<file path="src/rtl/seg_pkg.sv">
// Shared constants for the seven-segment scan controller: active-low hex
// patterns {a,b,c,d,e,f,g}, the all-off pattern and the slot state type.
package seg_pkg;

  typedef enum logic {
    ST_BLANK = 1'b0,
    ST_DRIVE = 1'b1
  } scan_state_e;

  localparam logic [6:0] SEG_BLANK = 7'b1111111;

  localparam logic [6:0] SEG_HEX_0 = 7'b0000001;
  localparam logic [6:0] SEG_HEX_1 = 7'b1001111;
  localparam logic [6:0] SEG_HEX_2 = 7'b0010010;
  localparam logic [6:0] SEG_HEX_3 = 7'b0000110;
  localparam logic [6:0] SEG_HEX_4 = 7'b1001100;
  localparam logic [6:0] SEG_HEX_5 = 7'b0100100;
  localparam logic [6:0] SEG_HEX_6 = 7'b0100000;
  localparam logic [6:0] SEG_HEX_7 = 7'b0001111;
  localparam logic [6:0] SEG_HEX_8 = 7'b0000000;
  localparam logic [6:0] SEG_HEX_9 = 7'b0001100;
  localparam logic [6:0] SEG_HEX_A = 7'b0001000;
  localparam logic [6:0] SEG_HEX_B = 7'b1100000;
  localparam logic [6:0] SEG_HEX_C = 7'b0110001;
  localparam logic [6:0] SEG_HEX_D = 7'b1000010;
  localparam logic [6:0] SEG_HEX_E = 7'b0110000;
  localparam logic [6:0] SEG_HEX_F = 7'b0111000;

endpackage

</file>
<file path="src/rtl/seg_hex_dec.sv">
// Combinational nibble to active-low seven-segment pattern decoder.
module seg_hex_dec
  import seg_pkg::*;
(
  input  logic [3:0] i_nib,
  output logic [6:0] o_seg
);

  always_comb begin
    o_seg = SEG_BLANK;
    case (i_nib)
      4'h0: o_seg = SEG_HEX_0;
      4'h1: o_seg = SEG_HEX_1;
      4'h2: o_seg = SEG_HEX_2;
      4'h3: o_seg = SEG_HEX_3;
      4'h4: o_seg = SEG_HEX_4;
      4'h5: o_seg = SEG_HEX_5;
      4'h6: o_seg = SEG_HEX_6;
      4'h7: o_seg = SEG_HEX_7;
      4'h8: o_seg = SEG_HEX_8;
      4'h9: o_seg = SEG_HEX_9;
      4'hA: o_seg = SEG_HEX_A;
      4'hB: o_seg = SEG_HEX_B;
      4'hC: o_seg = SEG_HEX_C;
      4'hD: o_seg = SEG_HEX_D;
      4'hE: o_seg = SEG_HEX_E;
      4'hF: o_seg = SEG_HEX_F;
      default: o_seg = SEG_BLANK;
    endcase
  end

endmodule

</file>
<file path="src/rtl/seg_scan_ctrl.sv">
// Multiplexed seven-segment scan controller with tear-free frame-boundary updates.
// Optional leading-zero blanking is enabled by defining SEG_SCAN_LZB_EN.
module seg_scan_ctrl
  import seg_pkg::*;
#(
  parameter int DIGITS      = 4,
  parameter int REFRESH_DIV = 50000,
  parameter int BLANK_CYC   = 500
) (
  input  logic                  clk,
  input  logic                  rst_n,
  input  logic                  wr_valid,
  input  logic [4*DIGITS-1:0]   wr_data,
  output logic                  wr_ready,
  output logic [DIGITS-1:0]     an,
  output logic [6:0]            seg,
  output logic                  frame_done
);

  localparam int CW = $clog2(REFRESH_DIV);
  localparam int IW = (DIGITS > 1) ? $clog2(DIGITS) : 1;

  logic [CW-1:0]       r_cnt;
  logic [IW-1:0]       r_idx;
  scan_state_e         r_state;
  logic [4*DIGITS-1:0] r_disp;
  logic [4*DIGITS-1:0] r_pend_data;
  logic                r_pend;

  logic                w_slot_end;
  logic                w_boundary;
  logic                w_accept;
  logic [3:0]          w_nib [DIGITS];
  logic [6:0]          w_seg_hex;
  logic                w_lz_blank;
  logic                w_on;

  assign w_slot_end = (r_cnt == CW'(REFRESH_DIV - 1));
  assign w_boundary = w_slot_end && (r_idx == IW'(DIGITS - 1));
  assign w_accept   = wr_valid && !r_pend;

  // State tracks the counter: DRIVE from count BLANK_CYC until the slot wraps.
  always_ff @(posedge clk or negedge rst_n) begin
    if (!rst_n) begin
      r_cnt   <= '0;
      r_idx   <= '0;
      r_state <= ST_BLANK;
    end else if (w_slot_end) begin
      r_cnt   <= '0;
      r_idx   <= (r_idx == IW'(DIGITS - 1)) ? '0 : r_idx + IW'(1);
      r_state <= ST_BLANK;
    end else begin
      r_cnt <= r_cnt + CW'(1);
      if (r_cnt == CW'(BLANK_CYC - 1))
        r_state <= ST_DRIVE;
    end
  end

  // wr_ready is low while pending, so acceptance and commit never coincide.
  always_ff @(posedge clk or negedge rst_n) begin
    if (!rst_n) begin
      r_pend      <= 1'b0;
      r_pend_data <= '0;
      r_disp      <= '0;
    end else if (w_accept) begin
      r_pend      <= 1'b1;
      r_pend_data <= wr_data;
    end else if (w_boundary && r_pend) begin
      r_pend <= 1'b0;
      r_disp <= r_pend_data;
    end
  end

  for (genvar gi = 0; gi < DIGITS; gi++) begin : g_nib
    assign w_nib[gi] = r_disp[4*gi +: 4];
  end

  seg_hex_dec u_dec (
    .i_nib (w_nib[r_idx]),
    .o_seg (w_seg_hex)
  );

`ifdef SEG_SCAN_LZB_EN
  logic [DIGITS-1:0] w_lz;
  for (genvar gi = 0; gi < DIGITS; gi++) begin : g_lz
    if (gi == 0) begin : g_d0
      assign w_lz[gi] = 1'b0;
    end else begin : g_dn
      assign w_lz[gi] = ~|r_disp[4*DIGITS-1:4*gi];
    end
  end
  assign w_lz_blank = w_lz[r_idx];
`else
  assign w_lz_blank = 1'b0;
`endif

  assign w_on = (r_state == ST_DRIVE) && !w_lz_blank;

  always_comb begin
    an  = '1;
    seg = SEG_BLANK;
    if (w_on) begin
      an[r_idx] = 1'b0;
      seg       = w_seg_hex;
    end
  end

  assign wr_ready   = !r_pend;
  assign frame_done = w_boundary;

endmodule

</file>
<file path="config.mk">
export PLATFORM = sky130hd
export DESIGN_NAME = seg_scan_ctrl
export DESIGN_NICKNAME = d
export VERILOG_FILES = /design/src/rtl/seg_pkg.sv /design/src/rtl/seg_hex_dec.sv /design/src/rtl/seg_scan_ctrl.sv
export SDC_FILE = /design/constraint.sdc
export NUM_CORES = 1
export LEC_CHECK = 0
export BUFFER_PORTS_ARGS = -buffer_cell sky130_fd_sc_hd__buf_4
export CORE_AREA = 2 2 85 95
export DETAILED_ROUTE_END_ITERATION = 8
export DIE_AREA = 0 0 87 97
export MAX_ROUTING_LAYER = met4
export PLACE_DENSITY = 0.64
export SYNTH_ARGS = -nofsm -noshare
export SYNTH_HDL_FRONTEND = slang
export SYNTH_SLANG_ARGS = --single-unit
</file>
<file path="constraint.sdc">
create_clock -name clk -period 3 [get_ports clk]
set_input_delay 0.6 -clock clk [delete_from_list [all_inputs] [get_ports clk]]
set_output_delay 0.6 -clock clk [all_outputs]
set_load 0.005 [all_outputs]
</file>
==> results of run 1 <==
-- sequential cells by signal (all words and copies together), names as in the netlist --
signal and count:
r_cnt 16, r_disp 16, r_pend_data 16, r_idx 2
r_pend 1, r_state 1
-- per-layer routing --
layer / share of wire [%] / track usage (%)
met5: 0 / -
met4: 2.0 / 4.81
met3: 4.5 / 2.22
met2: 46 / 18.0
met1: 48 / 17.0
-- kinds of logic (layout without fill, tap and decap cells) --
logic type	Yosys count	count (layout)	synth area share (%)
XOR/XNOR	13	13	4.42
AO/OA/AOI/OAI	18	18	4.47
buffers and inverters	21	59	3.45
AND/OR/NAND/NOR	62	62	12.6
multiplexers	40	40	19.2
adder cells (fa/ha/maj)	11	11	5.34
flip-flops	52	52	50.5
-- through the flow --
stage	utilization (%)	cells	hold slack [ns]
after floorplan	-	217	0.304
after global placement	39.3	331	0.475
final	41.1	342	0.313
after global routing	41.1	342	0.357
after detailed placement	39.3	331	0.482
after CTS	40.6	338	0.338
-- final cells by class --
class / instances / area [sq um]
Fill cell: 720 / 4360
Inverter: 13 / 48.8
Tap cell: 87 / 109
Multi-Input combinational cell: 144 / 1190
Clock inverter: 1 / 8.76
Sequential cell: 52 / 1300
Clock buffer: 6 / 82.6
Timing Repair Buffer: 39 / 293
-- cell usage in the layout, fill, tap and decap left out, types with 3 or more instances in the layout --
master     n
nand4_1    4
nand3_1    8
nand2_1   16
nor2_1    17
dfrtp_1   52
buf_4     39
o21ai_0    4
inv_1     11
clkbuf_8   6
mux4_2     4
nor3_1     5
ha_1      10
o211ai_1   3
xor2_1     3
mux2_2    35
xnor2_1   10
a21oi_1    3
-- power by group through the flow --
stage | sequential, mW | combinational (mW) | clock [mW]
finish | 0.738 | 0.0536 | 0.398
detailed placement | 0.753 | 0.0554 | 0
floorplan | 0.747 | 0.0221 | 0
CTS | 0.739 | 0.0555 | 0.415
global route | 0.742 | 0.0613 | 0.441
global placement | 0.752 | 0.0539 | 0
-- worst register-to-register path, delay by kind of cell (launching register included) --
kind                     cells  cell delay [ns]
flip-flops                   1             0.40
AND/OR/NAND/NOR              3             0.75
multiplexers                 1             0.37
buffers and inverters        1             0.28
adder cells (fa/ha/maj)      1             0.26
-- repair_timing --
item,4_1_cts,5_1_grt
gates resized for setup,0,5
hold buffers,0,0
buffers inserted,0,4
setup endpoints to repair,0,2
-- final timing paths --
check / from / slack (ns) / cells after the start / endpoint
max: r_idx[0] / 0.12 / 6 / seg[3]
min: rst_n / 0.31 / 1 / r_pend_data[8]
max reg2reg: r_cnt[0] / 0.82 / 6 / r_disp[4]
min reg2reg: r_cnt[0] / 0.49 / 1 / r_cnt[0]
max in group asynchronous: rst_n / 2.25 / 1 / r_pend
min in group clk: r_cnt[0] / 0.49 / 1 / r_cnt[0]
==> flow_metrics.py, run 1 <==
metrics = {
    "run_status": {
        "status": "complete, no violations",
    },
    "worst_setup_path": {
        "crit_slowest_cell": "mux4_2",
        "slowest_delay_ns": 0.65,
        "cpMostUsedCell": "buf_4",
        "critPathCaptureType": "primary output",
        "start_kind": "register",
        "worstPathBufferInverterCount": 2,
        "critPathRequiredTime_ns": 2.40,
        "crit_chain": "buf_4 -> mux4_2 -> nand2_1 -> a211oi_1 -> or3_1 -> buf_4",
        "path_delay_family": "multiplexers",
        "arrival_ns": 2.28,
        "critPathMaxFanout": 14,
        "worstSetupPathType": "register to primary output",
    },
    "yosys": {
        "seq_area_frac_synth_pct": 50.5,
        "synthCells": 217,
        "synthTopCellsByArea": "dfrtp_1, mux2_2, ha_1",
        "ys_warn_count": 0,
        "synthDistinctLibCells": 33,
        "syn_area_sq_um": 2580,
        "synth-edff-count": 0,
        "synth_ff_type": "dfrtp_1",
        "synth-seq-cells": 52,
        "synth_top_area_share_pct": 50.5,
        "syn_nets": 247,
        "avgSynthCellArea_sq_um": 11.9,
        "ys_async_sr_fraction_pct": 100,
        "synth_top_area_cell": "dfrtp_1",
        "synth_most_common_cell": "dfrtp_1",
        "ys_top_cells_by_count": "dfrtp_1, mux2_2, nor2_1",
    },
    "floorplan": {
        "start_util_pct": 34.9,
        "io_pins": 32,
        "dieArea_sq_um": 8440,
        "die_h_microns": 97,
        "core_sq_um": 7390,
        "die-width_microns": 87,
        "fp-row-count": 33,
    },
    "cells_and_area": {
        "nets": 285,
        "antenna_cells": 0,
        "drive_gt1_share_pct": 36.5,
        "fin_area_sq_um": 3040,
        "areaGrowthSynthToFinish_pct": 17.8,
    },
    "detailed_routing": {
        "routed_via_density": 4.91,
        "dr.pass1.iters": 4,
        "ant_nets": 0,
        "drt-initial-drc-count": 106,
        "drc_errors": 0,
        "wl_per_cell_microns": 13.1,
        "via_count": 1678,
        "wirelength_microns": 4470,
    },
    "place": {
        "io_buffers": 31,
        "gp_congestion": 0.853,
        "hpwl_microns": 3240,
        "pre_cts_slack_ns": 0.397,
        "dpl_cell_area_sq_um": 2910,
    },
    "sta": {
        "setup-tns-final_ns": 0,
        "tightest_slew_ns": 0.641,
        "grt_setup_unrepaired": "false",
        "setup_slack_ns": 0.125,
        "slew_headroom_pct": 57.2,
        "skew_ns": 0.00863,
        "finalCritPeriodShare_pct": 95.8,
        "timing.fmax_mhz": 348,
        "report.final.hold_viol_count": 0,
        "period_needed_ns": 2.88,
        "slew_violations": 0,
        "setup_violations": 0,
    },
    "grt": {
        "antenna_found_initial": 0,
        "grt_start_max_net_pins": 53,
        "grt_pass1_wl_microns": 8160,
        "grt-ovfl-total": 0,
        "track_usage_pct": 12.3,
        "grt_pass1_vias": 1716,
    },
    "clock_network": {
        "clkTransAtPathRegs_ns": 0.09,
        "clk_latency_ns": 0.30,
        "h-tree-depth": 2,
        "cts_root_buf": "clkbuf_8",
        "cts_sinks": 52,
        "cts_buffers": 5,
        "clockBufferDepth": 2,
        "cts_tree": "done",
    },
    "power_and_ir_drop": {
        "p_total_mw": 1.19,
        "power_frac_comb_pct": 4.5,
        "seqPwrFrac_pct": 62.1,
        "ir_worst_vdd_uv": 195,
        "clockPowerShare_pct": 33.4,
        "power.leakage_nw": 1.34,
        "p_switching_mw": 0.248,
        "intPower_mw": 0.942,
        "p_sw_share_pct": 20.8,
        "powerDensity_nw_per_um2": 392,
    },
    "flow_run": {
        "drv_cap": 0,
    },
    "min_path": {
        "min_path_type": "primary input to asynchronous set/reset pin",
    },
}
Power figures use the tool's default switching activity.
==> run 2, diff against run 1 <==
Settings changed: BUFFER_PORTS_ARGS -buffer_cell sky130_fd_sc_hd__buf_4 to -buffer_cell sky130_fd_sc_hd__buf_2.
==> run 2 against run 1 <==
  * Combinational power down 6.5%
  * Sequential share of layout area up 0.36 points
  * Sequential cell count unchanged
  * Critical endpoint unchanged
  * Die area unchanged
  * Largest cell class unchanged
  * Maximum frequency about the same
  * Cell area down 0.82%
  * Clock power down 3%
  * Wire length up 9.5%
  * Clock skew up 0.0028 ns
==> flow_metrics.py, run 2 (same netlist as run 1, synthesis figures left out) <==
metrics = {
    "run_status": {
        "status": "complete, no violations",
    },
    "worst_setup_path": {
        "critPathMaxFanout": 5,
        "arrival_ns": 2.28,
        "reg2reg_slack_ns": 0.82,
        "r2r_start": "r_cnt[0]",
        "worstRegToRegCells": 6,
        "r2r-end": "r_idx[1]",
        "critPathCaptureType": "primary output",
        "critPathRequiredTime_ns": 2.40,
        "worstSetupPathType": "register to primary output",
        "start_kind": "register",
    },
    "sta": {
        "setup_slack_ns": 0.123,
        "period_needed_ns": 2.88,
        "setup_violations": 0,
        "slew_headroom_pct": 47.0,
        "timing.fmax_mhz": 348,
        "tightest_slew_ns": 0.796,
        "report.final.hold_viol_count": 0,
        "setup-tns-final_ns": 0,
        "skew_ns": 0.0114,
        "slew_violations": 0,
        "finalCritPeriodShare_pct": 95.9,
        "grt_setup_unrepaired": "false",
    },
    "grt": {
        "antenna_found_initial": 0,
        "grt_pass1_wl_microns": 8420,
        "grt_start_max_net_pins": 37,
        "grt_pass1_vias": 1773,
        "grt-ovfl-total": 0,
        "track_usage_pct": 12.8,
    },
    "cells_and_area": {
        "multi_input_area_sq_um": 1200,
        "antenna_cells": 0,
        "regArea_sq_um": 1300,
        "layout_commonest_cell": "dfrtp_1",
        "areaGrowthSynthToFinish_pct": 16.9,
        "final_cell_mix": "dfrtp_1, mux2_2, buf_2",
        "drive_gt1_share_pct": 38.2,
        "top_regs": "r_cnt: 16 flops, r_disp: 16 flops, r_pend_data: 16 flops",
        "fill_cells": 712,
        "nets": 291,
    },
    "floorplan": {
        "die_h_microns": 97,
        "start_util_pct": 34.9,
        "io_pins": 32,
        "dieArea_sq_um": 8440,
        "core_sq_um": 7390,
        "die-width_microns": 87,
        "fp-row-count": 33,
    },
    "detailed_routing": {
        "ant_nets": 0,
        "drc_errors": 0,
        "wl_per_cell_microns": 14.0,
        "dr.pass1.iters": 4,
        "routed_via_density": 4.99,
        "drt-initial-drc-count": 74,
        "wirelength_microns": 4900,
        "via_count": 1741,
    },
    "place": {
        "pre_cts_slack_ns": 0.384,
        "io_buffers": 31,
        "gp_congestion": 0.862,
        "hpwl_microns": 3510,
    },
    "clock_network": {
        "cts_root_buf": "clkbuf_8",
        "h-tree-depth": 2,
        "cts_tree": "done",
        "cts_buffers": 5,
        "clk_latency_ns": 0.30,
        "cts_sinks": 52,
        "clockBufferDepth": 2,
        "clkTransAtPathRegs_ns": 0.10,
    },
    "power_and_ir_drop": {
        "power.leakage_nw": 1.34,
        "ir_worst_vdd_uv": 185,
        "powerDensity_nw_per_um2": 390,
    },
    "min_path": {
        "min_path_type": "primary input to asynchronous set/reset pin",
    },
    "flow_run": {
        "drv_cap": 0,
    },
}
## run 2: power breakdown
group	leakage [nW]	switching, mW	total [mW]	internal [mW]
logic	0.615	0.0222	0.0501	0.0279
registers	0.682	0.0133	0.739	0.725
clock network	0.0479	0.223	0.386	0.163
total	1.34	0.259	1.18	0.916
## run 2: critical path: stages (launching register included)
cell	delay (ns)
dfrtp_1	0.43
mux4_2	0.59
ha_2	0.25
o21ai_0	0.20
a21oi_1	0.06
or3_1	0.31
buf_2	0.13
## run 2: worst max-delay path by stage
stage,from,to,slack [ns],cells past startpoint
2_1_floorplan,r_idx[0],seg[3],0.46,7
3_3_place_gp,r_idx[0],seg[3],0.46,7
3_5_place_dp,r_idx[0],seg[3],0.38,7
4_1_cts,r_idx[0],seg[3],0.03,7
5_1_grt,r_idx[0],seg[3],0.02,6
6_report,r_idx[0],seg[3],0.12,6
## run 2: final cells by class
class | instances | share of cell area [%]
Sequential cell | 52 | 43.2
Multi-Input combinational cell | 144 | 39.9
Timing Repair Buffer | 45 | 8.65
Tap cell | 87 | 3.62
Clock buffer | 5 | 2.29
Inverter | 13 | 1.70
Clock inverter | 3 | 0.623
## run 2: timing repair
| item | CTS | global route |
|---|---|---|
| hold buffers | 0 | 0 |
| buffers inserted | 0 | 8 |
| hold endpoints to repair | 0 | 0 |
| gates resized for setup | 0 | 5 |
| setup endpoints to repair | 0 | 2 |
## run 2: per-stage QoR
step / util (%) / total power, mW / area (sq um) / hold WS (ns) / std cells
finish: 40.7 / 1.18 / 3010 / 0.374 / 349
global route: 40.7 / 1.23 / 3010 / 0.435 / 349
CTS: 39.7 / 1.20 / 2930 / 0.392 / 341
detailed placement: 38.5 / 0.805 / 2850 / 0.479 / 333
global placement: 38.5 / 0.803 / 2850 / 0.472 / 333
floorplan: - / 0.769 / 2580 / 0.304 / 217
## run 2: metal layers
layer  wire length (microns)  part of all wire (%)  GRT usage [%]  vias up
met5                       0                     0              -        -
met4                      85                   1.7           4.81        0
met3                     212                   4.3           2.56        5
met2                    2340                    48           19.7       36
met1                    2250                    46           16.6      858
li1                        -                     -              -      842
